==> config.mk <==
export PLATFORM = sky130hd
export DESIGN_NAME = current_state_mem
export DESIGN_NICKNAME = d
export VERILOG_FILES = /design/src/rtl/current_state_mem.sv
export SDC_FILE = /design/constraint.sdc
export NUM_CORES = 1
export LEC_CHECK = 0
export ABC_CLOCK_PERIOD_IN_PS = 7400
export BUFFER_PORTS_ARGS = -buffer_cell sky130_fd_sc_hd__buf_4
export CORE_MARGIN = 3
export CORE_UTILIZATION = 53
export CTS_BUF_LIST = sky130_fd_sc_hd__clkbuf_16
export DETAILED_ROUTE_END_ITERATION = 10
export PLACE_DENSITY = 0.88
export SETUP_SLACK_MARGIN = 0.1
export SLEW_MARGIN = 30
export SYNTH_ARGS = -nofsm -noshare
export SYNTH_HDL_FRONTEND = slang
export SYNTH_SLANG_ARGS = --single-unit
export TNS_END_PERCENT = 20
==> constraint.sdc <==
create_clock -name clk_i -period 7.4 [get_ports clk_i]
set_input_delay 0 -clock clk_i [delete_from_list [all_inputs] [get_ports clk_i]]
set_output_delay 0 -clock clk_i [all_outputs]
set_load 0.02 [all_outputs]
==> src/rtl/current_state_mem.sv <==
// Holds the current falling tile and, on an update, erases its old cells and
// draws the new ones into main memory using offsets read from the shape ROM.
module current_state_mem #(
  parameter int width_p = 16,
  parameter int height_p = 32,
  localparam int type_w = 3,
  localparam int x_w = $clog2(width_p),
  localparam int y_w = $clog2(height_p)
) (
  input  logic                  clk_i,
  input  logic                  reset_i,
  input  logic                  set_v_i,
  input  logic [type_w-1:0]     type_i,
  input  logic [1:0]            angle_i,
  input  logic [x_w+y_w-1:0]    pos_i,
  output logic                  ready_o,
  output logic [type_w-1:0]     type_o,
  output logic [1:0]            angle_o,
  output logic [x_w+y_w-1:0]    pos_o,
  output logic [type_w+1:0]     rom_addr_o,
  input  logic [15:0]           rom_data_i,
  output logic                  mm_w_v_o,
  output logic [x_w-1:0]        mm_w_x_o,
  output logic [y_w-1:0]        mm_w_y_o,
  output logic                  mm_w_data_o,
  output logic [2:0]            state_o
);

  // Handshake: set_v_i is taken only in a cycle where ready_o is high; the
  // request needs no hold and is dropped silently in any other cycle.
  localparam logic [2:0] E_IDLE    = 3'd0;
  localparam logic [2:0] E_ROM_OLD = 3'd1;
  localparam logic [2:0] E_ERASE   = 3'd2;
  localparam logic [2:0] E_ROM_NEW = 3'd3;
  localparam logic [2:0] E_DRAW    = 3'd4;
  localparam logic [type_w-1:0] E_NON = '0;

  localparam logic [x_w:0] x_lim = width_p[x_w:0];
  localparam logic [y_w:0] y_lim = height_p[y_w:0];

  logic [2:0]          state;
  logic [1:0]          cnt;
  logic [type_w-1:0]   cur_type, pend_type;
  logic [1:0]          cur_angle, pend_angle;
  logic [x_w+y_w-1:0]  cur_pos, pend_pos;

  always_ff @(posedge clk_i) begin
    if (reset_i) begin
      state      <= E_IDLE;
      cnt        <= 2'd0;
      cur_type   <= E_NON;
      cur_angle  <= 2'd0;
      cur_pos    <= '0;
      pend_type  <= E_NON;
      pend_angle <= 2'd0;
      pend_pos   <= '0;
    end else begin
      case (state)
        E_IDLE: begin
          if (set_v_i) begin
            pend_type  <= type_i;
            pend_angle <= angle_i;
            pend_pos   <= pos_i;
            state      <= (cur_type != E_NON) ? E_ROM_OLD : E_ROM_NEW;
          end
        end
        E_ROM_OLD: begin
          cnt   <= 2'd0;
          state <= E_ERASE;
        end
        E_ERASE: begin
          cnt <= cnt + 2'd1;
          if (cnt == 2'd3) state <= E_ROM_NEW;
        end
        E_ROM_NEW: begin
          cnt   <= 2'd0;
          state <= E_DRAW;
        end
        E_DRAW: begin
          cnt <= cnt + 2'd1;
          if (cnt == 2'd3) begin
            // The visible tile only changes once every new cell is drawn.
            cur_type  <= pend_type;
            cur_angle <= pend_angle;
            cur_pos   <= pend_pos;
            state     <= E_IDLE;
          end
        end
        default: state <= E_IDLE;
      endcase
    end
  end

  logic [1:0]     dx, dy;
  logic [x_w-1:0] base_x;
  logic [y_w-1:0] base_y;
  logic [x_w:0]   cell_x;
  logic [y_w:0]   cell_y;
  logic           in_write;

  always_comb begin
    dx       = rom_data_i[{cnt, 2'b00} +: 2];
    dy       = rom_data_i[{cnt, 2'b10} +: 2];
    in_write = (state == E_ERASE) || (state == E_DRAW);
    if (state == E_DRAW) begin
      base_x = pend_pos[x_w+y_w-1:y_w];
      base_y = pend_pos[y_w-1:0];
    end else begin
      base_x = cur_pos[x_w+y_w-1:y_w];
      base_y = cur_pos[y_w-1:0];
    end
    // One extra bit so cells past the right/bottom edge are detected, not wrapped.
    cell_x = {1'b0, base_x} + {{(x_w-1){1'b0}}, dx};
    cell_y = {1'b0, base_y} + {{(y_w-1){1'b0}}, dy};
  end

  always_comb begin
    rom_addr_o = '0;
    if (state == E_ROM_OLD || state == E_ERASE) rom_addr_o = {cur_type, cur_angle};
    else if (state == E_ROM_NEW || state == E_DRAW) rom_addr_o = {pend_type, pend_angle};
  end

  always_comb begin
    mm_w_v_o    = 1'b0;
    mm_w_x_o    = '0;
    mm_w_y_o    = '0;
    mm_w_data_o = 1'b0;
    if (in_write) begin
      mm_w_v_o    = (cell_x < x_lim) && (cell_y < y_lim);
      mm_w_x_o    = cell_x[x_w-1:0];
      mm_w_y_o    = cell_y[y_w-1:0];
      mm_w_data_o = (state == E_DRAW);
    end
  end

  assign ready_o = (state == E_IDLE);
  assign type_o  = cur_type;
  assign angle_o = cur_angle;
  assign pos_o   = cur_pos;
  assign state_o = state;

endmodule

==> flow_metrics.tcl <==
set metrics [dict create \
    crit_required_ns 7.40 \
    crit_chain "or3b_4, clkinv_2, nand2_1, nand2_1, ha_1, inv_1, fa_1, nand3b_1, xnor2_1, nor2_1, a211oi_1, buf_4" \
    crit_slowest_cell "dfxtp_1" \
    clk_pin_slew_ns 0.05 \
    viasPerCell 5.45 \
    dieArea_sq_um 4280 \
    end_kind "output port" \
    startpoint_type "flop" \
    syn_area_sq_um 1870 \
    vias 1924 \
    numClockSinks 33 \
    ys_ff_latch 33 \
    drc 0 \
    min_path_type "input port to flop" \
    crit_top_cell "nand2_1" \
    synth_cell_types 36 \
    clockBufferDepth 2 \
    overflow 0 \
    placedCellCount 334 \
    fmax_mhz 308 \
    powerDensity_nw_per_um2 182 \
    drv_cap 0 \
    finish.utilization_pct 80.8 \
    postSynthCellCount 240 \
    final_layout_size_suffix_gt1_share_pct 26.2 \
    dp_hpwl_um 3520 \
    first_iter_violations 76 \
    h-tree-depth 2 \
    clk_latency_ns 0.27 \
    ir_drop_mv 0.181 \
    rows 20 \
    multi_input_area_sq_um 1090 \
    slew_violations 0 \
    fin_crit_ns 3.25 \
    totalWireLength_um 5160 \
    crit_arrival_ns 3.25 \
    grt_usage_pct 26.0 \
    place_congestion 0.890 \
    layout_common_cells "nand2_1 (76), buf_4 (66), a21oi_1 (33), dfxtp_1 (33), dlygate4sd3_1 (12)" \
    seq_area_sq_um 661 \
    final_common_cell "nand2_1" \
    core_sq_um 3200 \
    worstSetupPathType "flop to output port" \
    cts_root_buffer "clkbuf_16" \
    setup_viol 0 \
    area_growth_pct 38.4 \
    postCtsSetupBuffers 0 \
    diodes 0 \
    grt_first_pass_wirelength_um 8560 \
    die_h_um 65.4 \
    rsz0062_at_grt "false" \
    place_ws_ns 4.45 \
    ys_warn_count 0 \
    status "finished, final reports clean" \
    start_util_pct 58.4 \
    final.setup.tns_ns 0 \
    cp_slowest_stage_delay_ns 0.63 \
    die_w_um 65.4 \
    timing.final.crit_share_pct 43.9 \
    fin_worst_skew_ns 0.00450 \
    io_pins 67 \
    nNetsFinal 349 \
    numPortBuffers 66 \
    synth_fp_nets 280 \
    total_power_uw 471 \
    slew_headroom_pct 52.2 \
    grt_pass1_vias 1855 \
    n_fill_cell 224 \
    cts_tree "yes" \
    firstDrtPassIters 4 \
    finalWorstSetupSlack_ns 4.15 \
    ant_nets 0 \
    wl_per_cell_um 14.6 \
    worstMarginPinSlew_ns 0.717 \
    layoutNonFillerInstCount 353 \
    holdWs_ns 0.00913 \
    ys_seq_area_share_pct 35.3 \
    cellLeakagePower_nw 1.07 \
    worst-path-max-fanout 17 \
    syn-mean-instance-area_sq_um 7.79 \
    final_cell_area_sq_um 2590 \
    grt_max_degree 34 \
    final-hold-violation-count 0 \
    antenna_found_initial 0 \
    cts_inserted_buffers 5 \
    place_area_sq_um 2330 \
]
per-layer routing:
| layer | track usage (%) | part of all wire, % | vias to the layer above |
|---|---|---|---|
| met2 | 43.5 | 46 | 94 |
| li1 | - | - | 951 |
| met3 | 5.81 | 8.6 | 17 |
| met4 | 11.7 | 3.0 | 0 |
| met5 | 0 | 0 | - |
| met1 | 31.8 | 42 | 862 |
cell type report:
| type | instances | share of cell area, % |
|---|---|---|
| Tap cell | 44 | 2.13 |
| Multi-Input combinational cell | 183 | 42.2 |
| Sequential cell | 33 | 25.5 |
| Clock buffer | 5 | 4.84 |
| Timing Repair Buffer | 78 | 23.8 |
| Clock inverter | 2 | 0.290 |
| Inverter | 8 | 1.21 |
timing repair:
action,CTS,global route
hold endpoints to repair,12,0
hold buffers,12,0
gates resized for setup,0,0
worst max-delay path: cells and delay by family, from the launching register on:
kind	cells	cell delay (ns)
and+or+nand+nor	5	0.91
DFF	1	0.63
adders and majority gates	2	0.62
buffers and inverters	3	0.45
AOI/OAI and AO/OA	1	0.21
xor gates and xnor gates	1	0.15
state kept, by name, summed over array words and instances (netlist names):
| name | count |
|---|---|
| cnt | 2 |
| pos_o | 9 |
| pend_type | 3 |
| pend_angle | 2 |
| state_o | 3 |
| pend_pos | 9 |
| type_o | 3 |
| angle_o | 2 |
cells in the mapped netlist (all sizes together):
| master | count | area (sq um) |
|---|---|---|
| clkinv | 1 | 5.00 |
| fa | 2 | 40.0 |
| and2 | 2 | 13.8 |
| nor3 | 7 | 35.0 |
| mux4 | 4 | 90.1 |
| nor4b | 1 | 8.76 |
| o211ai | 3 | 22.5 |
| o21ai | 5 | 25.0 |
| a2111oi | 1 | 8.76 |
| ha | 5 | 62.6 |
| xnor2 | 5 | 43.8 |
| or3b | 1 | 11.3 |
| a21oi | 33 | 165 |
| a22oi | 2 | 15.0 |
| mux2 | 2 | 22.5 |
| o22a | 1 | 8.76 |
| nand3 | 4 | 20.0 |
| and3 | 2 | 12.5 |
| nor4 | 1 | 6.26 |
| clkbuf | 9 | 33.8 |
| inv | 7 | 26.3 |
| o21a | 2 | 15.0 |
| mux2i | 6 | 72.6 |
| nor2 | 9 | 33.8 |
| nand2 | 76 | 285 |
| nand3b | 2 | 15.0 |
| a211oi | 2 | 15.0 |
| dfxtp | 33 | 661 |
| a22o | 3 | 26.3 |
| buf | 7 | 51.3 |
| xor2 | 2 | 17.5 |
worst paths after layout:
| path | start | endpoint | slack (ns) | cells after the start |
|---|---|---|---|---|
| min | pos_i[8] | pend_pos[8] | 0.009 | 3 |
| min reg2reg | pos_o[6] | pos_o[6] | 0.48 | 2 |
| max reg2reg | state_o[1] | pos_o[0] | 5.28 | 5 |
| max | state_o[2] | mm_w_y_o[4] | 4.15 | 12 |
cell families after synthesis:
logic type	count (synthesis)	share of synthesized area (%)
DFF	33	35.3
xor gates and xnor gates	7	3.28
AOI/OAI and AO/OA	52	16.1
buffers and inverters	24	6.22
adders and majority gates	7	5.49
muxes	12	9.91
and+or+nand+nor	105	23.6
report_power, final:
| part | total [mW] | leakage, nW | switching [mW] | internal, mW |
|---|---|---|---|---|
| registers | 0.201 | 0.269 | 0.0149 | 0.186 |
| logic | 0.0829 | 0.733 | 0.0407 | 0.0422 |
| clock network | 0.187 | 0.0685 | 0.0675 | 0.120 |
| total | 0.471 | 1.07 | 0.123 | 0.348 |
Power figures use the tool's default switching activity.
